<file path="src/rtl/mips_multicycle_control_if.sv">
// Control bus between the multicycle control unit and the MIPS32 datapath.
// The control unit is the master: it reads the opcode, zero and mem_ready
// and drives every mux select and enable the datapath consumes.
interface mips_multicycle_control_if #(
  parameter int CNT_W = 32
);
  logic [5:0]       opcode;
  logic             zero;
  logic             mem_ready;
  logic             pc_write;
  logic             ir_write;
  logic             reg_write;
  logic             mem_read;
  logic             mem_write;
  logic             i_or_d;
  logic [1:0]       pc_src;
  logic             alu_src_a;
  logic [1:0]       alu_src_b;
  logic [1:0]       alu_op;
  logic             reg_dst;
  logic             ext_op;
  logic [1:0]       mem_to_reg;
  logic             mul_busy;
  logic             illegal;
  logic             mem_fault;
  logic [3:0]       state;
  logic [CNT_W-1:0] instret;

  modport master (
    input  opcode, zero, mem_ready,
    output pc_write, ir_write, reg_write, mem_read, mem_write, i_or_d,
           pc_src, alu_src_a, alu_src_b, alu_op, reg_dst, ext_op,
           mem_to_reg, mul_busy, illegal, mem_fault, state, instret
  );

  modport slave (
    output opcode, zero, mem_ready,
    input  pc_write, ir_write, reg_write, mem_read, mem_write, i_or_d,
           pc_src, alu_src_a, alu_src_b, alu_op, reg_dst, ext_op,
           mem_to_reg, mul_busy, illegal, mem_fault, state, instret
  );
endinterface

</file>
<file path="src/rtl/mips_multicycle_control.sv">
// Multicycle MIPS32 control FSM: sequences fetch/decode/execute/memory/
// writeback, waits on a variable-latency memory with a watchdog, counts a
// fixed multiply latency, keeps sticky fault flags and a retired count.
// Outputs are registered from the next state; only pc_write/ir_write carry
// combinational terms (mem_ready in FETCH, zero in BRANCH).
module mips_multicycle_control #(
  parameter int MUL_LATENCY = 4,
  parameter int WAIT_MAX    = 15,
  parameter int CNT_W       = 32
) (
  input logic                       clk,
  input logic                       rst_n,
  mips_multicycle_control_if.master bus
);

  localparam int WAIT_W = (WAIT_MAX > 1) ? $clog2(WAIT_MAX) : 1;
  localparam int MUL_W  = (MUL_LATENCY > 1) ? $clog2(MUL_LATENCY) : 1;

  localparam logic [5:0] OP_RTYPE = 6'b000000;
  localparam logic [5:0] OP_J     = 6'b000010;
  localparam logic [5:0] OP_BEQ   = 6'b000100;
  localparam logic [5:0] OP_BNE   = 6'b000101;
  localparam logic [5:0] OP_ADDI  = 6'b001000;
  localparam logic [5:0] OP_SLTI  = 6'b001010;
  localparam logic [5:0] OP_ANDI  = 6'b001100;
  localparam logic [5:0] OP_ORI   = 6'b001101;
  localparam logic [5:0] OP_XORI  = 6'b001110;
  localparam logic [5:0] OP_LW    = 6'b100011;
  localparam logic [5:0] OP_SW    = 6'b101011;
  localparam logic [5:0] OP_MULT  = 6'b111111;

  typedef enum logic [3:0] {
    S_FETCH    = 4'd0,
    S_DECODE   = 4'd1,
    S_EXEC_R   = 4'd2,
    S_EXEC_I   = 4'd3,
    S_MEM_ADDR = 4'd4,
    S_MEM_RD   = 4'd5,
    S_MEM_WR   = 4'd6,
    S_WB_ALU   = 4'd7,
    S_WB_MEM   = 4'd8,
    S_BRANCH   = 4'd9,
    S_JUMP     = 4'd10,
    S_MULT     = 4'd11,
    S_WB_MULT  = 4'd12,
    S_TRAP     = 4'd13
  } state_t;

  typedef struct packed {
    logic       pc_write;
    logic       reg_write;
    logic       mem_read;
    logic       mem_write;
    logic       i_or_d;
    logic [1:0] pc_src;
    logic       alu_src_a;
    logic [1:0] alu_src_b;
    logic [1:0] alu_op;
    logic       reg_dst;
    logic       ext_op;
    logic [1:0] mem_to_reg;
    logic       mul_busy;
  } ctrl_t;

  // Moore decode of a state; opcode is only consulted where the datapath
  // setting differs per instruction (immediate extension, rd/rt select).
  function automatic ctrl_t decode(state_t st, logic [5:0] op);
    ctrl_t c;
    c = '0;
    case (st)
      S_FETCH:    begin c.mem_read = 1'b1; c.alu_src_b = 2'b01; end
      S_DECODE:   begin c.alu_src_b = 2'b11; c.ext_op = 1'b1; end
      S_EXEC_R:   begin c.alu_src_a = 1'b1; c.alu_op = 2'b10; end
      S_EXEC_I:   begin
        c.alu_src_a = 1'b1; c.alu_src_b = 2'b10; c.alu_op = 2'b11;
        c.ext_op    = (op == OP_ADDI) || (op == OP_SLTI);
      end
      S_MEM_ADDR: begin c.alu_src_a = 1'b1; c.alu_src_b = 2'b10; c.ext_op = 1'b1; end
      S_MEM_RD:   begin c.mem_read = 1'b1; c.i_or_d = 1'b1; end
      S_MEM_WR:   begin c.mem_write = 1'b1; c.i_or_d = 1'b1; end
      S_WB_ALU:   begin c.reg_write = 1'b1; c.reg_dst = (op == OP_RTYPE); end
      S_WB_MEM:   begin c.reg_write = 1'b1; c.mem_to_reg = 2'b01; end
      S_BRANCH:   begin c.alu_src_a = 1'b1; c.alu_op = 2'b01; c.pc_src = 2'b01; end
      S_JUMP:     begin c.pc_src = 2'b10; c.pc_write = 1'b1; end
      S_MULT:     c.mul_busy = 1'b1;
      S_WB_MULT:  begin c.reg_write = 1'b1; c.reg_dst = 1'b1; c.mem_to_reg = 2'b10; end
      default:    c = '0;
    endcase
    return c;
  endfunction

  state_t             state_q, nxt;
  ctrl_t              out_q;
  logic [WAIT_W-1:0]  wait_q, wait_d;
  logic [MUL_W-1:0]   mul_q, mul_d;
  logic               illegal_q, mem_fault_q;
  logic [CNT_W-1:0]   instret_q;
  logic               mem_wait, timeout, set_ill, set_mf, retire;
  logic               fetch_done, branch_take;

  // Next state, wait/multiply counters and fault/retire events.
  always_comb begin
    nxt      = state_q;
    wait_d   = '0;
    mul_d    = mul_q;
    set_ill  = 1'b0;
    set_mf   = 1'b0;
    mem_wait = (state_q inside {S_FETCH, S_MEM_RD, S_MEM_WR}) && !bus.mem_ready;
    // The WAIT_MAX-th consecutive idle cycle is the timeout; a ready in
    // that same cycle clears mem_wait and therefore wins.
    timeout  = mem_wait && (WAIT_MAX != 0) && (wait_q == WAIT_W'(WAIT_MAX - 1));
    if (mem_wait && !timeout) wait_d = wait_q + 1'b1;
    case (state_q)
      S_FETCH:    if (bus.mem_ready) nxt = S_DECODE;
      S_DECODE: begin
        case (bus.opcode)
          OP_RTYPE:                                nxt = S_EXEC_R;
          OP_ADDI, OP_SLTI, OP_ANDI, OP_ORI, OP_XORI: nxt = S_EXEC_I;
          OP_LW, OP_SW:                            nxt = S_MEM_ADDR;
          OP_BEQ, OP_BNE:                          nxt = S_BRANCH;
          OP_J:                                    nxt = S_JUMP;
          OP_MULT: begin
            nxt   = S_MULT;
            mul_d = MUL_W'(MUL_LATENCY - 1);
          end
          default: begin nxt = S_TRAP; set_ill = 1'b1; end
        endcase
      end
      S_EXEC_R, S_EXEC_I: nxt = S_WB_ALU;
      S_MEM_ADDR: nxt = (bus.opcode == OP_LW) ? S_MEM_RD : S_MEM_WR;
      S_MEM_RD:   if (bus.mem_ready) nxt = S_WB_MEM;
      S_MEM_WR:   if (bus.mem_ready) nxt = S_FETCH;
      S_MULT: begin
        if (mul_q == '0) nxt = S_WB_MULT;
        else             mul_d = mul_q - 1'b1;
      end
      S_WB_ALU, S_WB_MEM, S_BRANCH, S_JUMP, S_WB_MULT: nxt = S_FETCH;
      S_TRAP:     nxt = S_TRAP;
      default: begin nxt = S_TRAP; set_ill = 1'b1; end
    endcase
    if (timeout) begin
      nxt    = S_TRAP;
      set_mf = 1'b1;
    end
    retire = (nxt == S_FETCH) &&
             (state_q inside {S_WB_ALU, S_WB_MEM, S_MEM_WR, S_BRANCH, S_JUMP, S_WB_MULT});
  end

  // State, counters, sticky flags and registered outputs of the next state.
  always_ff @(posedge clk or negedge rst_n) begin
    if (!rst_n) begin
      state_q     <= S_FETCH;
      out_q       <= decode(S_FETCH, 6'd0);
      wait_q      <= '0;
      mul_q       <= '0;
      illegal_q   <= 1'b0;
      mem_fault_q <= 1'b0;
      instret_q   <= '0;
    end else begin
      state_q     <= nxt;
      out_q       <= decode(nxt, bus.opcode);
      wait_q      <= wait_d;
      mul_q       <= mul_d;
      illegal_q   <= illegal_q | set_ill;
      mem_fault_q <= mem_fault_q | set_mf;
      if (retire) instret_q <= instret_q + 1'b1;
    end
  end

  assign fetch_done  = (state_q == S_FETCH) && bus.mem_ready;
  assign branch_take = (bus.opcode == OP_BEQ) ? bus.zero : !bus.zero;

  assign bus.pc_write   = out_q.pc_write | fetch_done | ((state_q == S_BRANCH) && branch_take);
  assign bus.ir_write   = fetch_done;
  assign bus.reg_write  = out_q.reg_write;
  assign bus.mem_read   = out_q.mem_read;
  assign bus.mem_write  = out_q.mem_write;
  assign bus.i_or_d     = out_q.i_or_d;
  assign bus.pc_src     = out_q.pc_src;
  assign bus.alu_src_a  = out_q.alu_src_a;
  assign bus.alu_src_b  = out_q.alu_src_b;
  assign bus.alu_op     = out_q.alu_op;
  assign bus.reg_dst    = out_q.reg_dst;
  assign bus.ext_op     = out_q.ext_op;
  assign bus.mem_to_reg = out_q.mem_to_reg;
  assign bus.mul_busy   = out_q.mul_busy;
  assign bus.illegal    = illegal_q;
  assign bus.mem_fault  = mem_fault_q;
  assign bus.state      = state_q;
  assign bus.instret    = instret_q;

endmodule

</file>
<file path="src/flat_wrapper.sv">
// flat-port wrapper written by rule: the top's interface ports become plain ports
module mips_multicycle_control_flat 
#(
  parameter int MUL_LATENCY = 4,
  parameter int WAIT_MAX    = 15,
  parameter int CNT_W       = 32
)
  (clk, rst_n, bus_opcode, bus_zero, bus_mem_ready, bus_pc_write, bus_ir_write, bus_reg_write, bus_mem_read, bus_mem_write, bus_i_or_d, bus_pc_src, bus_alu_src_a, bus_alu_src_b, bus_alu_op, bus_reg_dst, bus_ext_op, bus_mem_to_reg, bus_mul_busy, bus_illegal, bus_mem_fault, bus_state, bus_instret);
  mips_multicycle_control_if #(.CNT_W(CNT_W)) bus_i ();
  input logic clk;
  input logic rst_n;
  input wire logic [$bits(bus_i.opcode)-1:0] bus_opcode;
  input wire logic [$bits(bus_i.zero)-1:0] bus_zero;
  input wire logic [$bits(bus_i.mem_ready)-1:0] bus_mem_ready;
  output wire logic [$bits(bus_i.pc_write)-1:0] bus_pc_write;
  output wire logic [$bits(bus_i.ir_write)-1:0] bus_ir_write;
  output wire logic [$bits(bus_i.reg_write)-1:0] bus_reg_write;
  output wire logic [$bits(bus_i.mem_read)-1:0] bus_mem_read;
  output wire logic [$bits(bus_i.mem_write)-1:0] bus_mem_write;
  output wire logic [$bits(bus_i.i_or_d)-1:0] bus_i_or_d;
  output wire logic [$bits(bus_i.pc_src)-1:0] bus_pc_src;
  output wire logic [$bits(bus_i.alu_src_a)-1:0] bus_alu_src_a;
  output wire logic [$bits(bus_i.alu_src_b)-1:0] bus_alu_src_b;
  output wire logic [$bits(bus_i.alu_op)-1:0] bus_alu_op;
  output wire logic [$bits(bus_i.reg_dst)-1:0] bus_reg_dst;
  output wire logic [$bits(bus_i.ext_op)-1:0] bus_ext_op;
  output wire logic [$bits(bus_i.mem_to_reg)-1:0] bus_mem_to_reg;
  output wire logic [$bits(bus_i.mul_busy)-1:0] bus_mul_busy;
  output wire logic [$bits(bus_i.illegal)-1:0] bus_illegal;
  output wire logic [$bits(bus_i.mem_fault)-1:0] bus_mem_fault;
  output wire logic [$bits(bus_i.state)-1:0] bus_state;
  output wire logic [$bits(bus_i.instret)-1:0] bus_instret;
  assign bus_i.opcode = bus_opcode;
  assign bus_i.zero = bus_zero;
  assign bus_i.mem_ready = bus_mem_ready;
  assign bus_pc_write = bus_i.pc_write;
  assign bus_ir_write = bus_i.ir_write;
  assign bus_reg_write = bus_i.reg_write;
  assign bus_mem_read = bus_i.mem_read;
  assign bus_mem_write = bus_i.mem_write;
  assign bus_i_or_d = bus_i.i_or_d;
  assign bus_pc_src = bus_i.pc_src;
  assign bus_alu_src_a = bus_i.alu_src_a;
  assign bus_alu_src_b = bus_i.alu_src_b;
  assign bus_alu_op = bus_i.alu_op;
  assign bus_reg_dst = bus_i.reg_dst;
  assign bus_ext_op = bus_i.ext_op;
  assign bus_mem_to_reg = bus_i.mem_to_reg;
  assign bus_mul_busy = bus_i.mul_busy;
  assign bus_illegal = bus_i.illegal;
  assign bus_mem_fault = bus_i.mem_fault;
  assign bus_state = bus_i.state;
  assign bus_instret = bus_i.instret;
  mips_multicycle_control #(.MUL_LATENCY(MUL_LATENCY), .WAIT_MAX(WAIT_MAX), .CNT_W(CNT_W)) u_core (.clk(clk), .rst_n(rst_n), .bus(bus_i));
endmodule
</file>
<file path="config.mk">
export PLATFORM = sky130hd
export DESIGN_NAME = mips_multicycle_control_flat
export DESIGN_NICKNAME = d
export VERILOG_FILES = /design/src/rtl/mips_multicycle_control_if.sv /design/src/rtl/mips_multicycle_control.sv /design/src/flat_wrapper.sv
export SDC_FILE = /design/constraint.sdc
export NUM_CORES = 1
export LEC_CHECK = 0
export ABC_CLOCK_PERIOD_IN_PS = 3000
export CORE_ASPECT_RATIO = 1.1
export CORE_UTILIZATION = 40
export DETAILED_ROUTE_END_ITERATION = 10
export GPL_TIMING_DRIVEN = 1
export PLACE_DENSITY = 0.64
export RECOVER_POWER = 100
export SLEW_MARGIN = 30
export SYNTH_ARGS = -nofsm -noshare
export SYNTH_HDL_FRONTEND = slang
export SYNTH_SLANG_ARGS = --single-unit
export TNS_END_PERCENT = 1
</file>
<file path="constraint.sdc">
create_clock -name clk -period 3 [get_ports clk]
set_input_delay 0.6 -clock clk [delete_from_list [all_inputs] [get_ports clk]]
set_output_delay 0.6 -clock clk [all_outputs]
set_load 0.01 [all_outputs]
</file>
==> impl_metrics.py, run 1 <==
metrics = {
    "logic_synthesis": {
        "synthArstFlopShare": 1.00,
        "ys.flop_type": "dfrtp_1",
        "synth_nets": 301,
        "synth_seq_cells": 61,
        "yosysWarnings": 0,
        "ys_seq_area_frac": 0.489,
        "synthesis.area_mm2": 0.00313,
        "syn_avg_cell_area_um2": 10.9,
        "synth.distinct_cells": 60,
        "synthCells": 287,
        "synth_edf_count": 0,
    },
    "global_routing": {
        "grt_max_degree": 28,
        "antenna_found_initial": 0,
        "track_usage": 0.175,
        "overflow": 0,
        "grt_pass1_vias": 2282,
        "grt_first_pass_wirelength_mm": 10.9,
    },
    "sta": {
        "fmax_ghz": 0.346,
        "tns_ps": 0,
        "rsz0062_at_grt": "no",
        "worst_pin_slew_ps": 1410,
        "setup_ws_ps": 110,
        "slew_headroom": 0.0588,
        "finClkSkew_ps": 13.8,
        "timing.final.crit_share": 0.963,
        "finalHoldViolations": 0,
        "layout_min_cycle_time_ps": 2890,
        "maxSlewViolCount": 0,
        "setup_viol_count_final": 0,
        "timing.hold.ws_ps": 408,
    },
    "clocking": {
        "clk-insertion-delay-late_ps": 350,
        "cts_hold_repair.buffers": 0,
        "post_cts_buffers": 0,
        "cts_max_path_buffers": 2,
        "path_clk_slew_ps": 70,
        "cts.sinks": 61,
        "ctsResizeCount": 0,
        "htreeDepth": 3,
        "root_buffer": "clkbuf_8",
        "cts_tree": "built",
        "cts_buffers": 9,
    },
    "route": {
        "avgRoutedWirePerCell_um": 13.8,
        "drc": 0,
        "detail_route.vias_per_cell": 5.00,
        "drtPass1Iterations": 4,
        "detail_route.iter0.violations": 71,
        "ant_nets": 0,
        "vias": 2322,
        "wirelength_mm": 6.39,
    },
    "placed_design": {
        "gp_congestion": 0.874,
        "portBuffers": 65,
        "post-place-ws_ps": 88.5,
        "place_inst": 448,
        "dp_hpwl_mm": 4.64,
        "place_area_mm2": 0.00385,
    },
    "die": {
        "fp.dieH_um": 94.7,
        "fp.dieW_um": 86.3,
        "start_util": 0.416,
        "coreArea_mm2": 0.00751,
        "die_area_mm2": 0.00818,
        "io_pins": 66,
        "rows": 33,
    },
    "layout": {
        "drive_above_1_share": 0.103,
        "area_growth_pct": 27.2,
        "postLayoutCoreUtil": 0.529,
        "instances_no_fill": 464,
        "largest_register_ff_count": 32,
        "antenna-diode-count": 0,
        "fin_area_mm2": 0.00398,
        "final_nets": 368,
    },
    "power_and_ir_drop": {
        "total_power_mw": 3.10,
        "power.density_mw_per_mm2": 780,
        "leakage_nw": 1.82,
        "peakVddDrop_v": 0.000421,
    },
    "setup_path": {
        "worstSetupStartpointType": "input port",
        "crit_type": "input port to output port",
        "required_ps": 2400,
        "reg2reg_depth": 6,
        "rr_endpoint": "u_core.mul_q[0]$_DFFE_PN0P_",
        "critical_path.max_fanout": 2,
        "arrival_ps": 2290,
        "rr_startpoint": "u_core.bus.state[0]$_DFF_PN0_",
        "r2r_slack_ps": 230,
        "cp-end-kind": "output port",
    },
    "status": {
        "outcome": "complete, no violations",
    },
    "min_path": {
        "hold_class": "input port to async pin",
    },
    "job": {
        "drv_cap": 0,
    },
}
[report_power, final]
group / total [mW] / internal [mW] / switching [mW] / leakage, nW
Combinational: 1.23 / 0.557 / 0.668 / 0.916
Clock: 0.722 / 0.404 / 0.318 / 0.0964
Sequential: 1.16 / 0.984 / 0.172 / 0.812
Total: 3.10 / 1.95 / 1.16 / 1.82
[cells by family (layout without fill, tap and decap cells)]
group                    Yosys count  in the layout  synth area share
adder cells (fa/ha/maj)            6              6            0.0228
XOR/XNOR                          36             36             0.101
AND/OR/NAND/NOR                  118            118             0.230
multiplexers                       5              5            0.0212
buffers and inverters             30            102            0.0556
AO/OA/AOI/OAI                     31             31            0.0812
flip-flops                        61             61             0.489
[critical path: stages]
cell	delay, ps
clkdlybuf4s50_1	420
nor3_1	250
nand3_1	120
xor2_1	160
a211o_1	260
clkdlybuf4s50_1	480
[final cells by class]
| class | count | area (um2) |
|---|---|---|
| Clock buffer | 12 | 145 |
| Multi-Input combinational cell | 196 | 1380 |
| Tap cell | 105 | 131 |
| Fill cell | 700 | 3540 |
| Sequential cell | 61 | 1530 |
| Clock inverter | 4 | 47.5 |
| Timing Repair Buffer | 76 | 709 |
| Inverter | 10 | 37.5 |
[worst max path at each step]
stage / start / endpoint / depth (start not counted)
after floorplan: bus_opcode[2] / u_core.mul_q[0]$_DFFE_PN0P_ / 7
after global placement: bus_opcode[0] / bus_pc_write / 6
after detailed placement: bus_opcode[0] / bus_pc_write / 6
after CTS: bus_opcode[0] / bus_pc_write / 6
after global routing: bus_opcode[0] / bus_pc_write / 6
final: bus_opcode[0] / bus_pc_write / 6
[cells in the mapped netlist (2+ instances only)]
library cell | n | area, um2
nand4_1 | 10 | 62.6
a31oi_1 | 2 | 12.5
mux2_1 | 2 | 22.5
buf_4 | 10 | 75.1
xor2_1 | 6 | 52.6
nor2_1 | 19 | 71.3
xnor2_1 | 30 | 263
and3_1 | 7 | 43.8
and4_1 | 5 | 43.8
nor3_1 | 7 | 35.0
buf_2 | 7 | 35.0
a21oi_1 | 6 | 30.0
nor4_4 | 3 | 63.8
buf_6 | 2 | 22.5
nand3_1 | 19 | 95.1
nand2_1 | 21 | 78.8
o211ai_1 | 3 | 22.5
a32oi_1 | 2 | 17.5
and2_1 | 4 | 25.0
inv_1 | 9 | 33.8
o21ai_1 | 4 | 20.0
ha_1 | 4 | 50.1
nand3b_1 | 2 | 15.0
nand2b_1 | 7 | 43.8
dfstp_2 | 2 | 52.6
nor2b_1 | 2 | 12.5
dfrtp_1 | 59 | 1480
[placed cells by master (no fill, tap or decap), types with 9 or more instances in the layout]
cell,n
clkbuf_8,10
clkdlybuf4s50_1,9
dfrtp_1,59
dlygate4sd3_1,55
inv_1,9
nand2_1,21
nand3_1,19
nand4_1,10
nor2_1,19
xnor2_1,30
[per-layer routing]
metal / track usage / part of all wire / up-vias
met5: 0 / 0 / -
met3: 0.0393 / 0.055 / 17
met4: 0.104 / 0.029 / 0
met1: 0.218 / 0.46 / 1101
li1: - / - / 1132
met2: 0.278 / 0.46 / 72
No activity file was read; power rests on OpenSTA's default activity.
==> inputs of run 2 (changes only) <==
--- a/config.mk
+++ b/config.mk
@@ -6,6 +6,7 @@
 export NUM_CORES = 1
 export LEC_CHECK = 0
 export ABC_CLOCK_PERIOD_IN_PS = 3000
+export CAP_MARGIN = 20
 export CORE_ASPECT_RATIO = 1.1
 export CORE_UTILIZATION = 40
 export DETAILED_ROUTE_END_ITERATION = 10
==> constraint.sdc (replaced) <==
create_clock -name clk -period 3 [get_ports clk]
set_input_delay 0.45 -clock clk [delete_from_list [all_inputs] [get_ports clk]]
set_output_delay 0.45 -clock clk [all_outputs]
set_load 0.01 [all_outputs]
==> run 2 against run 1 <==
Worst setup slack improved by 170 ps. Flip-flop and latch count did not move. First-iteration DRC count fell by 15%. Clock skew fell by 5.1 ps. Worst hold slack improved by 60 ps. Count of clock-buffer cells in the layout fell by 3. Die area did not move. Register-to-register slack improved by 90 ps. Sequential power barely moved. Utilization rose by 0.17 points. Largest cell class unchanged. Clock power rose by 12%. Combinational power barely moved.
==> impl_metrics.py, run 2 (synthesis gave the netlist of run 1 again) <==
metrics = {
    "sta": {
        "slew_headroom": 0.0319,
        "rsz0062_at_grt": "no",
        "tns_ps": 0,
        "timing.final.crit_share": 0.906,
        "maxSlewViolCount": 0,
        "layout_min_cycle_time_ps": 2720,
        "finClkSkew_ps": 8.69,
        "fmax_ghz": 0.368,
        "timing.hold.ws_ps": 468,
        "setup_viol_count_final": 0,
        "finalHoldViolations": 0,
        "worst_pin_slew_ps": 1450,
    },
    "route": {
        "wirelength_mm": 6.35,
        "ant_nets": 0,
        "detail_route.iter0.violations": 60,
        "detail_route.vias_per_cell": 5.07,
        "drtPass1Iterations": 4,
        "drc": 0,
        "vias": 2337,
        "avgRoutedWirePerCell_um": 13.8,
    },
    "setup_path": {
        "reg2reg_depth": 6,
        "arrival_ps": 2930,
        "worstSetupStartpointType": "input port",
        "rr_startpoint": "u_core.bus.state[0]$_DFF_PN0_",
        "cp-end-kind": "flip-flop",
        "r2r_slack_ps": 320,
        "critical_path.max_fanout": 10,
        "rr_endpoint": "u_core.mul_q[1]$_DFFE_PN0P_",
        "crit_type": "input port to flip-flop",
        "required_ps": 3210,
        "cp-startpoint": "bus_opcode[2]",
    },
    "placed_design": {
        "portBuffers": 65,
        "gp_congestion": 0.872,
        "place_area_mm2": 0.00383,
        "dp_hpwl_mm": 4.55,
    },
    "global_routing": {
        "grt_pass1_vias": 2302,
        "grt_max_degree": 62,
        "track_usage": 0.169,
        "grt_first_pass_wirelength_mm": 10.6,
        "antenna_found_initial": 0,
        "overflow": 0,
    },
    "power_and_ir_drop": {
        "total_power_mw": 3.17,
        "power.density_mw_per_mm2": 794,
        "peakVddDrop_v": 0.000371,
        "leakage_nw": 1.83,
    },
    "die": {
        "fp.dieW_um": 86.3,
        "rows": 33,
        "start_util": 0.416,
        "coreArea_mm2": 0.00751,
        "fp.dieH_um": 94.7,
        "die_area_mm2": 0.00818,
        "io_pins": 66,
    },
    "clocking": {
        "clk-insertion-delay-late_ps": 340,
        "ctsResizeCount": 0,
        "cts_buffers": 9,
        "cts_hold_repair.buffers": 0,
        "cts_max_path_buffers": 2,
        "root_buffer": "clkbuf_8",
        "cts_tree": "built",
        "cts.sinks": 61,
        "path_clk_slew_ps": 70,
        "htreeDepth": 3,
        "post_cts_buffers": 0,
    },
    "job": {
        "drv_cap": 0,
    },
    "layout": {
        "fin_area_mm2": 0.00399,
        "area_growth_pct": 27.6,
        "antenna-diode-count": 0,
        "fill_cells": 707,
        "drive_above_1_share": 0.107,
        "layout_commonest_cell": "dfrtp_1",
        "largest_register_ff_count": 32,
        "final_nets": 365,
        "layout_common_cells": "59 x dfrtp_1, 55 x dlygate4sd3_1, 30 x xnor2_1",
        "postLayoutCoreUtil": 0.531,
    },
    "status": {
        "outcome": "complete, no violations",
    },
    "min_path": {
        "hold_depth": 2,
        "hold_class": "flip-flop to flip-flop",
        "hold_end": "u_core.bus.illegal$_DFF_PN0_",
        "worstHoldStart": "u_core.bus.illegal$_DFF_PN0_",
    },
}
-- run 2: worst max path at each step --
| stage | endpoint |
|---|---|
| after CTS | bus_pc_write |
| after global placement | u_core.mul_q[0]$_DFFE_PN0P_ |
| after floorplan | u_core.mul_q[0]$_DFFE_PN0P_ |
| after global routing | u_core.mul_q[1]$_DFFE_PN0P_ |
| after detailed placement | u_core.mul_q[1]$_DFFE_PN0P_ |
| final | u_core.mul_q[1]$_DFFE_PN0P_ |
-- run 2: critical path: stages --
cell and delay [ps]:
dlygate4sd3_1 690, nand2b_1 130, a2111oi_2 350, o21ai_0 180, a31oi_4 330, nor3b_1 430
mux2_1 370
-- run 2: routing by layer --
metal | global-route usage | part of all wire | up-vias
li1 | - | - | 1131
met1 | 0.212 | 0.46 | 1134
met2 | 0.274 | 0.48 | 64
met3 | 0.0455 | 0.045 | 8
met4 | 0.0750 | 0.012 | 0
met5 | 0 | 0 | -
-- run 2: metrics by stage --
step                      instances  setup WS [ps]
final                           461            281
after detailed placement        445            212
after floorplan                 287            844
after global placement          445            262
after global routing            461            100
after CTS                       461            297
-- run 2: final cells by class --
| type | count | area (um2) | share of cell area |
|---|---|---|---|
| Multi-Input combinational cell | 196 | 1380 | 0.345 |
| Inverter | 10 | 37.5 | 0.00940 |
| Timing Repair Buffer | 73 | 696 | 0.174 |
| Clock buffer | 9 | 124 | 0.0310 |
| Tap cell | 105 | 131 | 0.0329 |
| Clock inverter | 7 | 97.6 | 0.0245 |
| Sequential cell | 61 | 1530 | 0.383 |
-- run 2: report_power, final --
part / internal (mW) / switching (mW)
sequential: 0.984 / 0.177
clock: 0.470 / 0.340
combinational: 0.549 / 0.648
